$ cat src/rtl/cpu_pkg.sv
// Shared CPU definitions: opcode encoding, hazard FSM states, pipeline latencies
// and the decode helpers used by the hazard logic and the decoder.
package cpu_pkg;

  localparam int unsigned NUM_REGS         = 16;
  localparam int unsigned REG_IDX_W        = 4;
  localparam int unsigned CNT_W            = 3;
  localparam int unsigned ALU_LAT_DEF      = 3;
  localparam int unsigned LD_LAT_DEF       = 4;
  localparam int unsigned FLUSH_CYCLES_DEF = 2;

  // 1101-1111 are unassigned and act as no-source, non-writing ops
  typedef enum logic [3:0] {
    OP_SUB  = 4'd0,
    OP_ADD  = 4'd1,
    OP_LSL  = 4'd2,
    OP_NEG  = 4'd3,
    OP_MOVI = 4'd4,
    OP_CMP  = 4'd5,
    OP_MOVR = 4'd6,
    OP_LDR  = 4'd7,
    OP_STR  = 4'd8,
    OP_BEQ  = 4'd9,
    OP_BGT  = 4'd10,
    OP_BLT  = 4'd11,
    OP_B    = 4'd12
  } opcode_e;

  typedef enum logic [1:0] {
    RUN   = 2'd0,
    STALL = 2'd1,
    FLUSH = 2'd2
  } state_e;

  function automatic logic uses_rs1(input logic [3:0] op);
    case (op)
      OP_SUB, OP_ADD, OP_CMP, OP_BEQ, OP_BGT, OP_BLT, OP_STR,
      OP_LSL, OP_NEG, OP_MOVR, OP_LDR: return 1'b1;
      default:                         return 1'b0;
    endcase
  endfunction

  function automatic logic uses_rs2(input logic [3:0] op);
    case (op)
      OP_SUB, OP_ADD, OP_CMP, OP_BEQ, OP_BGT, OP_BLT, OP_STR: return 1'b1;
      default:                                               return 1'b0;
    endcase
  endfunction

  function automatic logic is_writer(input logic [3:0] op);
    case (op)
      OP_SUB, OP_ADD, OP_LSL, OP_NEG, OP_MOVI, OP_CMP, OP_MOVR, OP_LDR: return 1'b1;
      default:                                                         return 1'b0;
    endcase
  endfunction

endpackage

$ cat src/rtl/hazard_scoreboard.sv
// Per-register write-pending countdowns; busy_vec flags every register whose
// result is not yet readable.
module hazard_scoreboard
  import cpu_pkg::*;
(
  input  logic                 clk,
  input  logic                 rst,
  input  logic                 load_en,
  input  logic [REG_IDX_W-1:0] load_idx,
  input  logic [CNT_W-1:0]     load_val,
  output logic [NUM_REGS-1:0]  busy_vec
);

  logic [CNT_W-1:0] count_q [NUM_REGS];

  // A load on the same edge as a decrement takes precedence
  always_ff @(posedge clk or posedge rst) begin
    if (rst) begin
      for (int i = 0; i < NUM_REGS; i++) count_q[i] <= '0;
    end else begin
      for (int i = 0; i < NUM_REGS; i++) begin
        if (load_en && (load_idx == REG_IDX_W'(i))) begin
          count_q[i] <= load_val;
        end else if (count_q[i] != '0) begin
          count_q[i] <= count_q[i] - CNT_W'(1);
        end
      end
    end
  end

  always_comb begin
    busy_vec = '0;
    for (int i = 0; i < NUM_REGS; i++) busy_vec[i] = (count_q[i] != '0);
  end

endmodule

$ cat src/rtl/pipeline_hazard_controller.sv
// Decode-stage hazard controller: stalls on RAW/WAW against the scoreboard and
// flushes the front end for a fixed number of cycles after a taken branch.
module pipeline_hazard_controller
  import cpu_pkg::*;
#(
  parameter int unsigned ALU_LAT      = ALU_LAT_DEF,
  parameter int unsigned LD_LAT       = LD_LAT_DEF,
  parameter int unsigned FLUSH_CYCLES = FLUSH_CYCLES_DEF
) (
  input  logic                 clk,
  input  logic                 rst,
  input  logic                 id_valid,
  input  logic [3:0]           id_opcode,
  input  logic [REG_IDX_W-1:0] id_rs1,
  input  logic [REG_IDX_W-1:0] id_rs2,
  input  logic [REG_IDX_W-1:0] id_rd,
  input  logic                 ex_branch_taken,
  output logic                 stall_pc,
  output logic                 stall_ifid,
  output logic                 flush_ifid,
  output logic                 bubble_idex,
  output logic                 issue,
  output logic [NUM_REGS-1:0]  busy_vec,
  output logic [1:0]           state
);

  localparam int unsigned FW = (FLUSH_CYCLES > 1) ? $clog2(FLUSH_CYCLES) : 1;

  state_e          state_q, state_n, cur_state;
  logic [FW-1:0]   flush_cnt_q, flush_cnt_n;
  logic            hazard;
  logic            load_en;
  logic [CNT_W-1:0] load_val;

  hazard_scoreboard u_scoreboard (
    .clk      (clk),
    .rst      (rst),
    .load_en  (load_en),
    .load_idx (id_rd),
    .load_val (load_val),
    .busy_vec (busy_vec)
  );

  // RAW on any used source, or WAW on the destination of a writer
  always_comb begin
    hazard = id_valid &&
             ((uses_rs1(id_opcode) && busy_vec[id_rs1]) ||
              (uses_rs2(id_opcode) && busy_vec[id_rs2]) ||
              (is_writer(id_opcode) && busy_vec[id_rd]));
    load_val = (id_opcode == OP_LDR) ? CNT_W'(LD_LAT) : CNT_W'(ALU_LAT);
  end

  always_ff @(posedge clk or posedge rst) begin
    if (rst) begin
      state_q     <= RUN;
      flush_cnt_q <= '0;
    end else begin
      state_q     <= state_n;
      flush_cnt_q <= flush_cnt_n;
    end
  end

  // cur_state is the mode in effect this cycle; flush beats stall
  always_comb begin
    state_n     = RUN;
    flush_cnt_n = flush_cnt_q;
    cur_state   = RUN;
    stall_pc    = 1'b0;
    stall_ifid  = 1'b0;
    flush_ifid  = 1'b0;
    bubble_idex = 1'b0;
    issue       = 1'b0;
    load_en     = 1'b0;

    if (ex_branch_taken) begin
      cur_state   = FLUSH;
      flush_ifid  = 1'b1;
      bubble_idex = 1'b1;
      flush_cnt_n = FW'(FLUSH_CYCLES - 1);
      state_n     = (FLUSH_CYCLES > 1) ? FLUSH : RUN;
    end else if (state_q == FLUSH) begin
      cur_state   = FLUSH;
      flush_ifid  = 1'b1;
      bubble_idex = 1'b1;
      flush_cnt_n = flush_cnt_q - FW'(1);
      state_n     = (flush_cnt_q > FW'(1)) ? FLUSH : RUN;
    end else if (hazard) begin
      cur_state   = STALL;
      stall_pc    = 1'b1;
      stall_ifid  = 1'b1;
      bubble_idex = 1'b1;
      state_n     = STALL;
    end else begin
      issue   = id_valid;
      load_en = id_valid && is_writer(id_opcode);
    end

    if (rst) begin
      cur_state   = RUN;
      stall_pc    = 1'b0;
      stall_ifid  = 1'b0;
      flush_ifid  = 1'b0;
      bubble_idex = 1'b0;
      issue       = 1'b0;
      load_en     = 1'b0;
    end
  end

  assign state = 2'(cur_state);

endmodule

$ cat config.mk
export PLATFORM = sky130hd
export DESIGN_NAME = pipeline_hazard_controller
export DESIGN_NICKNAME = d
export VERILOG_FILES = /design/src/rtl/cpu_pkg.sv /design/src/rtl/hazard_scoreboard.sv /design/src/rtl/pipeline_hazard_controller.sv
export SDC_FILE = /design/constraint.sdc
export NUM_CORES = 1
export LEC_CHECK = 0
export CORE_ASPECT_RATIO = 0.7
export CORE_MARGIN = 2
export CORE_UTILIZATION = 35
export DETAILED_ROUTE_END_ITERATION = 10
export PLACE_DENSITY = 0.65
export SKIP_LAST_GASP = 1
export SLEW_MARGIN = 20
export SYNTH_ARGS = -nofsm -noshare
export SYNTH_HDL_FRONTEND = slang
export SYNTH_SLANG_ARGS = --single-unit
$ cat constraint.sdc
create_clock -name clk -period 6.8 [get_ports clk]
set_clock_uncertainty 0.1 [all_clocks]
set_input_delay 0.68 -clock clk [delete_from_list [all_inputs] [get_ports clk]]
set_output_delay 0.68 -clock clk [all_outputs]
set_load 0.01 [all_outputs]
== After elaboration in Yosys (flattened, before gate mapping) ==
Memories as Yosys holds them, arrays and structs flattened.
Cells that the tools add are included.
W data, S select, Z words.

* Add/sub/neg operators: 17
* Muxes and demuxes: 72
* $lt $le $gt $ge: 4
* Equality and inequality tests: 23
* Reductions and logical operators: 59

{| class="wikitable"
|+ Operators by type and width
! kind !! count
|-
| $mux W3 || 33
|-
| $eq A4 B4 Y1 const B || 12
|-
| $reduce_bool A3 Y1 || 16
|-
| $sub A3 B1 Y3 const B || 16
|-
| $reduce_bool A2 Y1 || 17
|-
| $mux W1 || 30
|-
| $eq A4 B3 Y1 const B || 6
|-
| $logic_and A1 B1 Y1 || 21
|-
| $lt A4 B5 Y1 const B || 3
|-
| $bmux W1 S4 || 3
|-
| $mux W2 || 6
|-
| $eq A4 B1 Y1 const B || 2
|-
| $eq A4 B2 Y1 const B || 2
|-
| $logic_not A4 Y1 || 2
|-
| $reduce_or A7 Y1 || 1
|-
| $eq A2 B2 Y1 const B || 1
|-
| $logic_or A1 B1 Y1 || 2
|-
| $gt A1 B1 Y1 const B || 1
|-
| $sub A1 B1 Y1 const B || 1
|}

* Memories: 1
* Bits of input ports: 20
* Output and inout port bits: 23
* Word-level logic and storage cells: 194
* Bits in read-only memories: 16
* Flip-flop bits (word level): 51

{| class="wikitable"
|+ Memory list
! memory !! words !! width !! read ports !! clocked after memory_dff !! wr ports !! RTL line !! RTL
|-
| (no name shown) || 16 || 1 || 1 || 0 || 0 || cpu_pkg.sv:36 || <nowiki>case (op)</nowiki>
|}

== Logic depth before layout (Yosys ltp) ==
Gate-level depths: netlist (run 1).

* Depth after elaboration: 17
* Depth in mapped cells: 11
* Depth with buffers taken out: 8

== Cells and area by module ==
A second synthesis (run 1) with hierarchy kept.

* Cell total of the unflattened synthesis: 344
* Area total of the unflattened synthesis: 3732.3 um^2

{| class="wikitable"
|+ By module, submodules not included
! module !! sequential area each (um^2) !! area each (um^2) !! instances !! cells each
|-
| hazard_scoreboard || 1201.2 || 3057.9 || 1 || 268
|-
| pipeline_hazard_controller || 50.0 || 674.4 || 1 || 76
|}

== Worst setup path after synthesis (run 1) ==
OpenSTA, ideal clock, no wires.

* Path kind: input to output
* Start point: in rst
* End point: out stall_pc
* Path buffers: 3
* Setup slack: 2719 ps
* Arrival: 3301 ps
* Stages on the path: 6
* Required time: 6020 ps
* Cell sequence: inv_1 nand3_1 clkbuf_1 clkbuf_1 a31oi_1 buf_4

* Cells in the longest elaborated chain, start to end: 1

{| class="wikitable"
|+ RTL lines
! what !! RTL line !! RTL
|-
| from (decl) || pipeline_hazard_controller.sv:11 || <nowiki>input logic rst,</nowiki>
|-
| $mux W1 || - ||
|-
| to (decl) || pipeline_hazard_controller.sv:18 || <nowiki>output logic stall_pc,</nowiki>
|}

No other way between the ends.

== Worst setup path after layout (run 1) ==
* Start point: in id_rd[1]
* End point: out issue

* Cells in the longest elaborated chain, start to end: 9

{| class="wikitable"
|+ RTL lines
! what !! RTL line !! RTL
|-
| from (decl) || pipeline_hazard_controller.sv:16 || <nowiki>input logic [REG_IDX_W-1:0] id_rd,</nowiki>
|-
| $bmux W1 S4 || pipeline_hazard_controller.sv:49 || <nowiki>(is_writer(id_opcode) && busy_vec[id_rd]));</nowiki>
|-
| $mux W1 (not written as such) || pipeline_hazard_controller.sv:49 ||
|-
| $logic_and A1 B1 Y1 || pipeline_hazard_controller.sv:49 ||
|-
| $logic_or A1 B1 Y1 || pipeline_hazard_controller.sv:48 || <nowiki>(uses_rs2(id_opcode) && busy_vec[id_rs2]) ||</nowiki>
|-
| $logic_and A1 B1 Y1 || pipeline_hazard_controller.sv:46 || <nowiki>hazard = id_valid &&</nowiki>
|-
| $mux W1 || pipeline_hazard_controller.sv:87 || <nowiki>end else if (hazard) begin</nowiki>
|-
| $mux W1 || pipeline_hazard_controller.sv:81 || <nowiki>end else if (state_q == FLUSH) begin</nowiki>
|-
| $mux W1 || pipeline_hazard_controller.sv:75 || <nowiki>if (ex_branch_taken) begin</nowiki>
|-
| $mux W1 || pipeline_hazard_controller.sv:98 || <nowiki>if (rst) begin</nowiki>
|-
| to (decl) || pipeline_hazard_controller.sv:22 || <nowiki>output logic issue,</nowiki>
|}

No other way between the ends. The select of a mux whose other input is x is not followed.

==> metrics.md, run 1 <==
| Metric | Value |
|---|---|
| Core area | 10500 um2 |
| Required time worst endpoint | approximately 6.0 ns |
| Ys async rst share | 100% |
| DR vias | between 2000 and 3000 |
| Total track usage | around 16% |
| Final setup viols | 0 |
| Worst-Skew Late Latency | roughly 0.30 ns |
| CTS max path bufs | 2 |
| Vias in the first global route | about 2800 |
| Slew at the pin with the worst max-slew slack | around 0.76 ns |
| Crit path DAT | about 4.2 ns |
| Seq/Total Area, Yosys | 32.5% |
| P per Cell Area | 400 nW/um2 |
| Worst-path clk slew | roughly 0.060 ns |
| Area delta synth->final | 15.4% |
| Number of antenna violations at the first check in global routing | 0 |
| First-pass GRT wire length | approximately 15 mm |
| Post-route ant nets | 0 |
| Hold_buf cts | 0 |
| Iter 0 DRT Violations | about 240 |
| Setup TNS | 0 ns |
| Final Cycle Share | just over 70% |
| RSZ-0062 raised after global routing | false |
| Post-synth EDFFs | 0 |
| Tmin final | around 4.9 ns |
| Register area | about 1300 um2 |
| Crit Path Category | in -> out |
| Fill cell count | 1018 |
| Status | complete, no violations |
| Syn Nets | approximately 460 |
| Routability cong. | slightly below 0.9 |
| Library cells used by synthesis | 39 |
| Final #Nets | 474 |
| Total CTS buffers | 5 |
| Die Area | between 10000 and 15000 um2 |
| CTS H-tree lvls | 2 |
| Post-Syn Area per Cell | 9.51 um2 |
| HP Class | reg -> reg |
| Slew margin rel. | roughly half |
| Grt ovf | 0 |
| Hold Vio Cnt, Final | 0 |
| Max FO, Critical Path | 20 |
| Max-cap viol count | 0 |
| Initial Utilization | 36.6% |
| Final hold slack | between 0.4 and 0.5 ns |
| Drt drc | 0 |
| CTS tree | built |
| DRT Wirelength | between 9 and 10 mm |
| Final HPWL DP | roughly 6.7 mm |
| DRT Pass-1 Iters | 5 |
| Largest net degree at the start of global routing | 53 |
| Ys Warns | 0 |
| Chip height | approximately 92 um |
| Highest achievable clock rate | approximately 200 MHz |
| IO Pins | 43 |
| Maximum VDD drop | between 0.1 and 0.15 mV |
| Post_cts resized | 0 |
| Syn Inst Count | approximately 410 |
| Antenna Cells | 0 |
| DP Worst Slack | ~1.9 ns |
| # rows | 31 |
| Buffers on Ports | 42 |
| Sink Count | 50 |
| Chip width | approximately 130 um |
| Startpoint Class | primary input |
| Mapped Area | between 3000 and 4000 um2 |
| WL/cell | ~16 um |
| Static Leak | between 2 and 2.5 nW |
| Share of layout cells above drive strength 1 | under 10% |
| Final worst slack | around 1.9 ns |
| CP endpoint kind | output port |
| Slew Limit Fails | 0 |
| Drt via density | roughly 5.2 |
| Footprint of the multi-input gates | approximately 2300 um2 |
| Setup Buffers After CTS | 0 |
| Clock Root Buffer | clkbuf_16 |
| Primary FF master, synth | dfrtp_1 |
| #FFs+latches synth | 50 |
-- cells by family (layout without fill, tap and decap cells) --
family	after synthesis	after routing	synth area share, %
adders and majority gates	32	32	10.4
xor gates and xnor gates	16	16	3.64
and+or+nand+nor	121	121	17.7
AOI/OAI and AO/OA	51	51	8.68
DFF	50	50	32.5
buffers and inverters	73	91	8.94
muxes	62	62	18.1
-- report_power, final --
group          internal, mW  total, mW  switching, mW  leakage (nW)
registers             0.458      0.546         0.0878         0.587
logic                 0.458      0.974          0.517          1.46
clock network         0.146      0.257          0.111        0.0739
total                  1.06       1.78          0.716          2.12
-- cell usage after synthesis (2+ instances only) --
cell / number / area share [%]
mux2i_1: 54 / 14
dfrtp_1: 50 / 32
inv_1: 36 / 3.5
ha_1: 32 / 10
nor2_1: 24 / 2.3
nand2_1: 20 / 1.9
nand2b_1: 20 / 3.2
nor3_1: 19 / 2.5
o21ai_0: 17 / 2.2
xnor2_1: 16 / 3.6
buf_2: 14 / 1.8
clkbuf_1: 12 / 1.2
nand4_1: 10 / 1.6
nand4_2: 9 / 2.9
o21ai_1: 9 / 1.2
o41ai_1: 8 / 1.8
a21oi_1: 7 / 0.91
buf_4: 6 / 1.2
mux4_2: 6 / 3.5
nand3_1: 5 / 0.65
buf_6: 4 / 1.2
o221ai_1: 4 / 0.91
nor2b_1: 3 / 0.49
and3_1: 2 / 0.32
mux2_2: 2 / 0.58
nand3b_1: 2 / 0.39
nor3b_1: 2 / 0.39
-- per-layer routing --
metal  GRT usage, %  part of all wire (%)  routed length, um  vias to the layer above
met5              0                     0                  0                        -
li1               -                     -                  -                     1440
met3           3.79                   6.5                598                       14
met1           24.5                    50               4530                     1412
met4           4.35                   1.5                136                        0
met2           23.9                    42               3880                       93
-- path summary, 6_finish.rpt --
kind                                                            from                                    to  slack (ns)  depth (start not counted)
worst max register to register  u_scoreboard.count_q[39]$_DFFE_PP0P_  u_scoreboard.count_q[23]$_DFFE_PP0P_        3.23                          8
worst min register to register  u_scoreboard.count_q[11]$_DFFE_PP0P_  u_scoreboard.count_q[11]$_DFFE_PP0P_        0.42                          2
min in group asynchronous                                        rst                  state_q[0]$_DFF_PP0_        0.82                          3
worst max-delay path                                        id_rd[1]                                 issue        1.86                          9
max in group asynchronous                                        rst  u_scoreboard.count_q[42]$_DFFE_PP0P_        5.32                          3
worst min-delay path            u_scoreboard.count_q[11]$_DFFE_PP0P_  u_scoreboard.count_q[11]$_DFFE_PP0P_        0.42                          2
-- layout make-up --
class | instances | share of cell area [%]
Multi-Input combinational cell | 282 | 51.0
Clock buffer | 7 | 3.21
Sequential cell | 50 | 28.2
Clock inverter | 1 | 0.113
Tap cell | 148 | 4.17
Timing Repair Buffer | 47 | 10.3
Inverter | 36 | 3.04
-- placed cells by master (no fill, tap or decap), types with 9 or more instances in the layout --
master and count:
mux2i_1 54, o21ai_1 9, xnor2_1 16, clkdlybuf4s50_1 42, nand2_1 20, dfrtp_1 50
nand4_1 10, inv_1 35, nor2_1 24, o21ai_0 17, ha_1 32, nand4_2 9
nor3_1 19, nand2b_1 20
-- registers in the layout, summed over array words and instances, names as in the netlist --
| name | flops |
|---|---|
| u_scoreboard.count_q | 48 |
| state_q | 2 |
-- critical path, stage by stage --
cell and delay (ns):
clkdlybuf4s50_1 0.69, nand2b_1 0.38, o221ai_1 0.34, a21oi_1 0.10, o41ai_4 0.35, buf_4 0.31
nand3_1 0.40, nor2_1 0.31, clkdlybuf4s50_1 0.59
-- stage by stage --
step / instances / utilization, % / power (mW) / instance area, um2
global route: 571 / 42.3 / 1.97 / 4440
detailed placement: 563 / 40.9 / 1.52 / 4300
floorplan: 405 / - / 1.29 / 3850
CTS: 571 / 42.3 / 1.80 / 4440
finish: 571 / 42.3 / 1.78 / 4440
global placement: 563 / 40.9 / 1.48 / 4300
(Power assumes the default switching activity.)
==> inputs of run 2 (changes only) <==
Settings changed: PLACE_DENSITY 0.65 to 0.67.
Clock period 6.8 ns to 4.1 ns, I/O delays scaled along.
==> metrics.md, run 2 (synthesis gave the netlist of run 1 again) <==
| Metric | Value |
|---|---|
| Net load switching power | 1.23 mW (+72%) |
| Total CTS buffers | 5 (unchanged) |
| Chip width | 129 um (unchanged) |
| Number of antenna violations at the first check in global routing | 0 (unchanged) |
| Drt drc | 0 (unchanged) |
| Worst-Skew Late Latency | 0.30 ns (about the same) |
| P per Cell Area | 691 nW/um2 (+73%) |
| Fill cell count | 1023 (+0.49%) |
| Core area | 10500 um2 (unchanged) |
| Biggest regs | u_scoreboard.count_q (48), state_q (2) |
| Setup TNS | 0 ns (unchanged) |
| Largest register by flop count | u_scoreboard.count_q |
| Initial Utilization | 36.6% (unchanged) |
| Worst-path clk slew | 0.06 ns (about the same) |
| Required time worst endpoint | 3.59 ns (-2.43 ns) |
| Final Cycle Share | approximately nine tenths |
| Footprint of the multi-input gates | 2270 um2 (unchanged) |
| Final setup viols | 0 (unchanged) |
| Buffers on Ports | 42 (unchanged) |
| DRT Wirelength | 9.59 mm (+4.8%) |
| DR vias | 3002 (+1.5%) |
| Final HPWL DP | 7.32 mm (+9.8%) |
| Static Leak | 2.15 nW (+1.7%) |
| Startpoint Class | primary input |
| CP Cell Sequence | clkdlybuf4s50_1 -> or2_1 -> o221ai_1 -> a21oi_1 -> o41ai_4 -> nand3_1 -> a31o_2 -> clkdlybuf4s50_1 |
| Register area | 1250 um2 (unchanged) |
| Total track usage | 17.1% (+0.67 points) |
| Final #Nets | 477 (+0.63%) |
| First-pass GRT wire length | 15.7 mm (+4.4%) |
| CP max stage cell | clkdlybuf4s50_1 |
| CP endpoint kind | output port |
| Sink Count | 50 (unchanged) |
| Crit path DAT | 3.24 ns (-0.92 ns) |
| Grt ovf | 0 (unchanged) |
| HP Class | reg -> reg |
| Max FO, Critical Path | 12 (-40%) |
| Setup Buffers After CTS | 0 (unchanged) |
| Comb pwr share | 53.1% (-1.7 points) |
| WL/cell | 16.7 um (+4.3%) |
| Most common cell after layout, fill and taps aside | mux2i_1 |
| Routability cong. | 0.945 (+7.9%) |
| Hold Vio Cnt, Final | 0 (unchanged) |
| Pwr Total | 3.12 mW (+76%) |
| Slew at the pin with the worst max-slew slack | 0.726 ns (-0.0377 ns) |
| Tmin final | 3.75 ns |
| RSZ-0062 raised after global routing | false |
| Final worst slack | 0.349 ns (-1.51 ns) |
| Hold_buf cts | 0 (unchanged) |
| CTS H-tree lvls | 2 (unchanged) |
| Slew margin rel. | 51.6% (+2.5 points) |
| Post-route ant nets | 0 (unchanged) |
| DP Worst Slack | 0.375 ns (-1.56 ns) |
| CTS max path bufs | 2 (unchanged) |
| Antenna Cells | 0 (unchanged) |
| Maximum VDD drop | 0.216 mV (+52%) |
| Pint | 1.89 mW (+78%) |
| Sequential power share | 29.1% (-1.6 points) |
| Largest register FFs | 48 (unchanged) |
| Post_cts resized | 0 (unchanged) |
| Most frequent cells in the layout | mux2i_1 (54), dfrtp_1 (50), clkdlybuf4s50_1 (42), inv_1 (35), ha_1 (32) |
| Largest net degree at the start of global routing | 52 (-1.9%) |
| Iter 0 DRT Violations | 208 (-12%) |
| IO Pins | 43 (unchanged) |
| Top cell by count, worst path | clkdlybuf4s50_1 |
| Share of layout cells above drive strength 1 | 8.92% (+0.88 points) |
| CTS tree | built |
| Vias in the first global route | 2919 (+2.7%) |
| Status | complete, no violations |
| DRT Pass-1 Iters | 5 (unchanged) |
| Max-cap viol count | 0 (unchanged) |
| Crit Path Category | in -> out |
| Slew Limit Fails | 0 (unchanged) |
| Drt via density | 5.23 (+0.92%) |
| Clk network pwr share | 17.8% (+3.3 points) |
| Clock Root Buffer | clkbuf_16 |
| Switching Fraction | 39.3% (-0.94 points) |
| # rows | 31 (unchanged) |
| Largest stage delay, worst path | 0.57 ns (-0.12 ns) |
| Placed Area | 4320 um2 (+0.52%) |
| Chip height | 91.8 um (unchanged) |
| Highest achievable clock rate | 267 MHz |
| Area delta synth->final | 17.3% |
| Die Area | 11900 um2 (unchanged) |
| Final cell area excluding filler cells | 4520 um2 (+1.7%) |
## run 2: cell types whose count changed in the layout (fill, tap and decap cells not counted)
cell | previous run | this run
clkinv_2 | 1 | 0
buf_4 | 5 | 8
bufinv_16 | 0 | 2
clkbuf_1 | 1 | 0
## run 2: worst paths after layout
kind / start / to / slack [ns] / cells after the start
worst max-delay path: id_rd[1] / bubble_idex / 0.35 / 8
worst min-delay path: u_scoreboard.count_q[35]$_DFFE_PP0P_ / u_scoreboard.count_q[35]$_DFFE_PP0P_ / 0.43 / 2
worst max register to register: u_scoreboard.count_q[21]$_DFFE_PP0P_ / u_scoreboard.count_q[11]$_DFFE_PP0P_ / 1.18 / 9
max in group asynchronous: rst / u_scoreboard.count_q[10]$_DFFE_PP0P_ / 2.87 / 3
min in group asynchronous: rst / state_q[1]$_DFF_PP0_ / 0.56 / 3
worst min register to register: u_scoreboard.count_q[35]$_DFFE_PP0P_ / u_scoreboard.count_q[35]$_DFFE_PP0P_ / 0.43 / 2
## run 2: metrics by stage
step	util, %	hold WS [ns]	instances
CTS	43.0	0.427	574
global placement	41.1	0.402	566
detailed placement	41.1	0.413	566
global route	43.0	0.465	574
floorplan	-	0.341	405
finish	43.0	0.426	574
## run 2: metal layers
layer | vias to the layer above | part of all wire, % | GRT usage, %
met5 | - | 0 | 0
met3 | 10 | 6.1 | 4.08
li1 | 1442 | - | -
met4 | 0 | 0.79 | 2.99
met1 | 1464 | 49 | 25.2
met2 | 86 | 44 | 25.8
## run 2: layout make-up
class                           count  share of cell area [%]
Multi-Input combinational cell    282                    50.2
Sequential cell                    50                    27.7
Timing Repair Buffer               50                    10.6
Tap cell                          148                    4.10
Clock buffer                        6                    3.07
Inverter                           36                    2.99
Clock inverter                      2                    1.33
## run 2: worst max-delay path, delay by kind of cell
family          cells  cell delay, ns
buf+inv             2            1.04
compound gates      4            1.09
simple gates        2            0.70
## run 2: power by group through the flow
stage | Sequential (mW) | Clock (mW) | Combinational [mW]
after detailed placement | 0.916 | 0 | 1.66
after floorplan | 0.878 | 0 | 1.26
after CTS | 0.907 | 0.562 | 1.68
after global placement | 0.901 | 0 | 1.57
after global routing | 0.944 | 0.592 | 1.89
final | 0.907 | 0.557 | 1.66
